==> src/rtl/parking_gate_ctrl.sv <==
// Entrance gate controller for a multi-slot car park.
// Password check, lockout, entry timeout and occupancy tracking.
module parking_gate_ctrl #(
    parameter int PW_W = 2,
    parameter logic [PW_W-1:0] PASSWORD_1 = 2'b01,
    parameter logic [PW_W-1:0] PASSWORD_2 = 2'b10,
    parameter int CAPACITY = 8,
    parameter int MAX_TRIES = 3,
    parameter int LOCK_CYCLES = 16,
    parameter int TIMEOUT = 64,
    localparam int CNT_W = $clog2(CAPACITY + 1)
) (
    input  logic             clk,
    input  logic             reset,
    input  logic             entrance_sensor_input,
    input  logic             exit_sensor_input,
    input  logic [PW_W-1:0]  password_1,
    input  logic [PW_W-1:0]  password_2,
    input  logic             password_valid,
    output logic             GREEN_LED,
    output logic             RED_LED,
    output logic             gate_open,
    output logic [CNT_W-1:0] occupancy,
    output logic             full,
    output logic             lockout
);

    localparam int TMAX = (TIMEOUT > LOCK_CYCLES) ? TIMEOUT : LOCK_CYCLES;
    localparam int TMR_W = $clog2(TMAX + 1);
    localparam int TR_W = $clog2(MAX_TRIES + 1);
    localparam logic [TMR_W-1:0] TO_LAST = TMR_W'(TIMEOUT - 1);
    localparam logic [TMR_W-1:0] LK_LAST = TMR_W'(LOCK_CYCLES - 1);
    localparam logic [TR_W-1:0] TR_MAX = TR_W'(MAX_TRIES);
    localparam logic [CNT_W-1:0] CAP = CNT_W'(CAPACITY);

    typedef enum logic [2:0] {
        IDLE,
        WAIT_PASSWORD,
        WRONG_PASS,
        RIGHT_PASS,
        LOCKED
    } state_t;

    state_t           state, state_n;
    logic [TMR_W-1:0] timer, timer_n;
    logic [TR_W-1:0]  tries, tries_n;
    logic [CNT_W-1:0] occ_n;
    logic             full_wait, full_wait_n;
    logic             exit_prev;
    logic             exit_event;
    logic             car_in;
    logic             pw_ok;

    assign full = (occupancy == CAP);
    assign exit_event = exit_sensor_input & ~exit_prev;
    assign pw_ok = (password_1 == PASSWORD_1) && (password_2 == PASSWORD_2);

    // State, counters and exit-edge history register.
    always_ff @(posedge clk) begin
        if (reset) begin
            state     <= IDLE;
            timer     <= '0;
            tries     <= '0;
            occupancy <= '0;
            full_wait <= 1'b0;
            exit_prev <= 1'b1;
        end else begin
            state     <= state_n;
            timer     <= timer_n;
            tries     <= tries_n;
            occupancy <= occ_n;
            full_wait <= full_wait_n;
            exit_prev <= exit_sensor_input;
        end
    end

    // Next-state, timer and tries logic.
    always_comb begin
        state_n     = state;
        timer_n     = timer;
        tries_n     = tries;
        full_wait_n = 1'b0;
        car_in      = 1'b0;
        unique case (state)
            IDLE: begin
                full_wait_n = entrance_sensor_input & full;
                if (entrance_sensor_input && !full) begin
                    state_n = WAIT_PASSWORD;
                    timer_n = '0;
                end
            end
            WAIT_PASSWORD, WRONG_PASS: begin
                if (password_valid) begin
                    timer_n = '0;
                    if (pw_ok) begin
                        state_n = RIGHT_PASS;
                        tries_n = '0;
                    end else begin
                        tries_n = tries + 1'b1;
                        if (tries_n == TR_MAX) state_n = LOCKED;
                        else state_n = WRONG_PASS;
                    end
                end else if (!entrance_sensor_input || timer == TO_LAST) begin
                    state_n = IDLE;
                    timer_n = '0;
                end else begin
                    timer_n = timer + 1'b1;
                end
            end
            RIGHT_PASS: begin
                if (!entrance_sensor_input) begin
                    state_n = IDLE;
                    car_in  = 1'b1;
                end
            end
            LOCKED: begin
                if (timer == LK_LAST) begin
                    state_n = IDLE;
                    tries_n = '0;
                    timer_n = '0;
                end else begin
                    timer_n = timer + 1'b1;
                end
            end
            default: state_n = IDLE;
        endcase
    end

    // Occupancy: entries add, exit edges subtract, a coincident pair cancels.
    always_comb begin
        occ_n = occupancy;
        if (car_in && !exit_event) occ_n = occupancy + 1'b1;
        else if (!car_in && exit_event && occupancy != '0) occ_n = occupancy - 1'b1;
    end

    // Moore output decode from registered state.
    always_comb begin
        GREEN_LED = 1'b0;
        RED_LED   = 1'b0;
        gate_open = 1'b0;
        lockout   = 1'b0;
        unique case (state)
            IDLE:          RED_LED = full_wait;
            WAIT_PASSWORD: RED_LED = 1'b1;
            WRONG_PASS:    RED_LED = 1'b1;
            RIGHT_PASS: begin
                GREEN_LED = 1'b1;
                gate_open = 1'b1;
            end
            LOCKED: begin
                RED_LED = 1'b1;
                lockout = 1'b1;
            end
            default: ;
        endcase
    end

endmodule
==> config.mk <==
export PLATFORM = sky130hd
export DESIGN_NAME = parking_gate_ctrl
export DESIGN_NICKNAME = d
export VERILOG_FILES = /design/src/rtl/parking_gate_ctrl.sv
export SDC_FILE = /design/constraint.sdc
export NUM_CORES = 1
export LEC_CHECK = 0
export CORE_MARGIN = 2
export CORE_UTILIZATION = 56
export DETAILED_ROUTE_END_ITERATION = 16
export HOLD_SLACK_MARGIN = 0.15
export PLACE_DENSITY = 0.8
export SLEW_MARGIN = 5
export SYNTH_ARGS = -nofsm -noshare
export SYNTH_HDL_FRONTEND = slang
export SYNTH_SLANG_ARGS = --single-unit
export TNS_END_PERCENT = 30
==> constraint.sdc <==
create_clock -name clk -period 5.3 [get_ports clk]
set_input_delay 1.59 -clock clk [delete_from_list [all_inputs] [get_ports clk]]
set_output_delay 1.59 -clock clk [all_outputs]
set_load 0.05 [all_outputs]
# Yosys cells after proc, flatten, opt, wreduce, memory -nomap -nowiden
# Cells that the tools add are included.
[classes]
addsub = 4
mul = 0
div_mod_pow = 0
magnitude_cmp = 0
n_eq_ne = 15
n_shift = 0
mux = 24
n_bitwise = 4
n_reduce_logical = 21
[ops]
columns = ["operator", "n"]
rows = [
  ["7-bit 2-to-1 mux", 4],
  ["3-bit 2-to-1 mux", 7],
  ["7-bit one-hot mux with 3 select lines", 1],
  ["3-bit one-hot mux with 4 select lines", 1],
  ["4-bit 2-to-1 mux", 2],
  ["2-bit inequality test, second input constant", 4],
  ["7-bit by 1-bit adder with 7-bit output, second input constant", 1],
  ["7-bit by 4-bit equality test with 1-bit output, second input constant", 1],
  ["7-bit by 6-bit equality test with 1-bit output, second input constant", 1],
  ["3-bit by 2-bit equality test with 1-bit output, second input constant", 2],
  ["2-bit 2-to-1 mux", 3],
  ["1-bit logical AND", 5],
  ["4-bit by 1-bit adder with 4-bit output, second input constant", 1],
  ["2-bit equality test, second input constant", 2],
  ["4-bit equality test, second input constant", 1],
  ["1-bit logical NOT", 4],
  ["1-bit 2-to-1 mux", 4],
  ["2-bit one-hot mux with 2 select lines", 1],
  ["4-bit AND reduction", 1],
  ["2-bit nonzero test", 2],
  ["4-bit nonzero test", 1],
  ["2-bit OR reduction", 2],
  ["4-bit by 1-bit subtractor with 4-bit output, second input constant", 1],
  ["3-bit by 1-bit equality test with 1-bit output, second input constant", 1],
  ["other kinds (13)", 15],
]
[totals]
regBits = 18
latchBits = 0
ram_bits = 0
mem_bits_ro = 0
inputBits = 9
output_inout_bits = 9
wordCells = 74
memories = 0

# Depth between registers and ports, before layout
[depth]
word_depth = 7
depth_mapped = 9
depth_no_buf = 8

# Least setup slack after synthesis
# No wires, ideal clock.
[synth_timing]
kind = "input -> register"
start = "input entrance_sensor_input"
end = "register occupancy[3]"
setup_ns = 0.095
t_arrival_ns = 3.173
required_ns = 5.205
path_slack_ns = 2.032
stages = 8
path_buffers = 0
path_cell_list = "nor4bb_1 > nand2_1 > ha_1 > a21o_1 > a21oi_1 > nor2_1 > a21o_1 > a221oi_1"
[synth_via]
elab_chain_cells = 6
word_cells_on_any_way = 8
cone_classes = "3 x mux; 5 x reduce/logical"
[synth_rtl]
columns = ["element", "line", "rtl"]
rows = [
  ["start, declared", "15", "input logic entrance_sensor_input,"],
  ["1-bit 2-to-1 mux (*)", "111", "if (!entrance_sensor_input) begin"],
  ["1-bit 2-to-1 mux (*)", "84", "unique case (state)"],
  ["1-bit logical NOT", "133", "else if (!car_in && exit_event && occupancy != '0) occ_n = occupancy - 1'b1;"],
  ["1-bit logical AND (2 in a row)", "133", ""],
  ["2-bit nonzero test (no source line)", "-", ""],
  ["end signal, assigned", "71", "occupancy <= occ_n;"],
  ["end, declared", "23", "output logic [CNT_W-1:0] occupancy,"],
]
# Mark *: on every way between the ends. The rest lies on a longest branch, timed or not.
# A chain may end at the register's enable or synchronous reset.

# Worst setup path after layout
[layout_timing]
start = "register occupancy[0]"
end = "output full"
[layout_via]
elab_chain_cells = 1
[layout_rtl]
columns = ["element", "line", "rtl"]
rows = [
  ["4-bit equality test", "54", "assign full = (occupancy == CAP);"],
  ["end, declared", "24", "output logic full,"],
]
# Every way passes these cells.

==> impl_metrics.json <==
{
  "worst_pin_slew_ns": 0.7291,
  "start_util_pct": 57.62,
  "yosys_warnings": 0,
  "synth-seq-cells": 18,
  "path_max_fanout": 7,
  "drtAntennaViolNets": 0,
  "cts_setup_buffers": 0,
  "critPathTopFamily": "buffers and inverters",
  "min_period_ns": 3.886,
  "synth-edff-count": 0,
  "cellPowerDensity_nw_per_um2": 325.3,
  "maxSlewHeadroom_pct": 51.24,
  "hold_viol_final": 0,
  "tritoncts": "yes",
  "dominantRegCellSynth": "dfxtp_1",
  "ir_drop_mv": 0.2181,
  "overflow": 0,
  "synth_top_cell_area_share_pct": 32.54,
  "n_fill_cell": 165,
  "drcViolationCount": 0,
  "grt_max_degree": 21,
  "cts_sinks": 18,
  "worstPathCellList": "or4b_2 -> inv_1 -> clkdlybuf4s50_1",
  "crit_type": "reg2out",
  "cts_buffer_depth": 2,
  "finalSetupTns_ns": 0,
  "fp.dieH_um": 48.47,
  "cp.required_ns": 3.71,
  "maxCapViolCount": 0,
  "clk_pin_slew_ns": 0.10,
  "globalplace.congestion": 0.7749,
  "ys_seq_area_share_pct": 32.54,
  "drv_slew": 0,
  "crit_path_start_kind": "flop",
  "fmax_ghz": 0.2573,
  "cp_num_buf_inv": 2,
  "wl_mm": 2.340,
  "final_layout_size_suffix_gt1_share_pct": 8.844,
  "syn_avg_cell_area_um2": 8.326,
  "root_buffer": "clkbuf_4",
  "hpwlAfterDp_mm": 1.753,
  "rows": 16,
  "cts_buffers": 3,
  "final_nets": 162,
  "clkLatencyLatePin_ns": 0.30,
  "outcome": "completed",
  "vias": 1049,
  "area_delta_synth_final_pct": 17.85,
  "rsz0062_at_grt": "no",
  "io_buffers": 17,
  "yosys-top-cells-count": "dfxtp_1, nor2_1, nand2_1",
  "cpMaxStageDelayCell": "clkdlybuf4s50_1",
  "synthCells": 133,
  "hp-class": "reg2reg",
  "syn_nets": 147,
  "core_um2": 1922,
  "synth.top_cells.by_area": "dfxtp_1, nor2_1, ha_1, mux2i_1, nand2_1",
  "grt_pass1_vias": 1009,
  "worst_clock_skew_ns": 0.008094,
  "slowest_delay_ns": 0.79,
  "grt_pass1_wl_mm": 4.174,
  "fin_ws_ns": 1.414,
  "routed_via_density": 6.029,
  "die_area_um2": 2349,
  "htreeDepth": 1,
  "post-place-ws_ns": 1.365,
  "drt_iter0_drc": 28,
  "drt-pass1-iter-count": 4,
  "hold_buffers": 0,
  "p_leak_nw": 0.5145,
  "synth_area_um2": 1107,
  "dieWidth_um": 48.47,
  "synthMostInstantiatedCell": "dfxtp_1",
  "async_reset_ff_share_pct": 0,
  "worstSetupEndpointType": "primary output",
  "finalCritPeriodShare_pct": 73.32,
  "crit_arrival_ns": 2.30,
  "grt_usage_pct": 21.97,
  "ys_types": 48,
  "yosysTopAreaCell": "dfxtp_1",
  "pin_count": 18,
  "setup_violations": 0,
  "avgRoutedWirePerCell_um": 13.45,
  "cts_resized": 0,
  "num_antenna_cells": 0,
  "antenna_found_initial": 0
}
[area by class of cell]
| class | count | area, um^2 | share of cell area (%) |
|---|---|---|---|
| clock buffers | 4 | 36.28 | 2.780 |
| inverters | 7 | 27.53 | 2.109 |
| multi-input cells | 101 | 676.9 | 51.87 |
| flip-flops and latches | 18 | 360.3 | 27.61 |
| well taps | 27 | 33.78 | 2.589 |
| repair buffers | 17 | 170.2 | 13.04 |
[cells in the final DEF (no fill, tap or decap), types with 2 or more instances in the layout]
master           count
ha_1                 4
a21o_1               2
nand2_1             11
nor4_1               2
clkdlybuf4s50_1     17
or3_1                2
a21oi_1              8
a31oi_1              2
clkbuf_4             3
o32ai_1              2
or4_1                2
inv_1                6
xor2_1               3
or4b_2               2
or2_2                3
dfxtp_1             18
nor3_1               5
nor2_1              14
nand3_1              7
and3_1               2
mux2i_1              5
nand2b_1             2
[layer usage]
metal | wire, um | vias to the layer above | track usage, % | share of wire (%)
met5 | 0 | - | 0 | 0
met4 | 51 | 0 | 10.48 | 2.2
met3 | 97 | 8 | 3.395 | 4.1
met2 | 1200 | 25 | 40.51 | 51
met1 | 991 | 500 | 24.61 | 42
li1 | - | 516 | - | -
[power by group]
part	internal, mW	switching, mW	leakage, nW
Clock	0.0419	0.0458	0.0210
Combinational	0.0684	0.0975	0.348
Sequential	0.148	0.0225	0.146
Total	0.259	0.166	0.514
[registers in the layout, summed over array words and instances, names as in the netlist]
name,flops
occupancy,4
timer,7
tries,2
state,3
exit_prev,1
full_wait,1
[cells by family after synthesis]
group / share of synthesized area (%)
multiplexers: 5.537
buffers and inverters: 6.326
AND/OR/NAND/NOR: 28.93
AO/OA/AOI/OAI: 17.06
flip-flops: 32.54
XOR/XNOR: 2.373
adder cells (fa/ha/maj): 7.232
[per-stage QoR]
stage	hold slack (ns)	utilization (%)	instance area [um^2]	total power, mW	std cells
5_1_grt	0.5418	67.90	1305	0.4519	174
3_5_place_dp	0.4974	66.02	1269	0.3390	170
3_3_place_gp	0.4788	66.02	1269	0.3336	170
4_1_cts	0.5118	67.90	1305	0.4256	174
6_report	0.5149	67.90	1305	0.4245	174
2_1_floorplan	0.4646	-	1107	0.3040	133
[final timing paths]
path,start,slack [ns],end,cells after the start
max,occupancy[0],1.41,full,3
min,timer[2],0.51,timer[2],1
max reg2reg,state[0],2.89,occupancy[3],8
min reg2reg,timer[2],0.51,timer[2],1
[worst register-to-register path, delay by kind of cell, from the launching register on]
| kind | cells | cell delay (ns) |
|---|---|---|
| AOI/OAI and AO/OA | 4 | 0.81 |
| and+or+nand+nor | 3 | 0.67 |
| DFF | 1 | 0.52 |
| adders and majority gates | 1 | 0.31 |
Note: power is estimated with default switching activity, not from simulation.
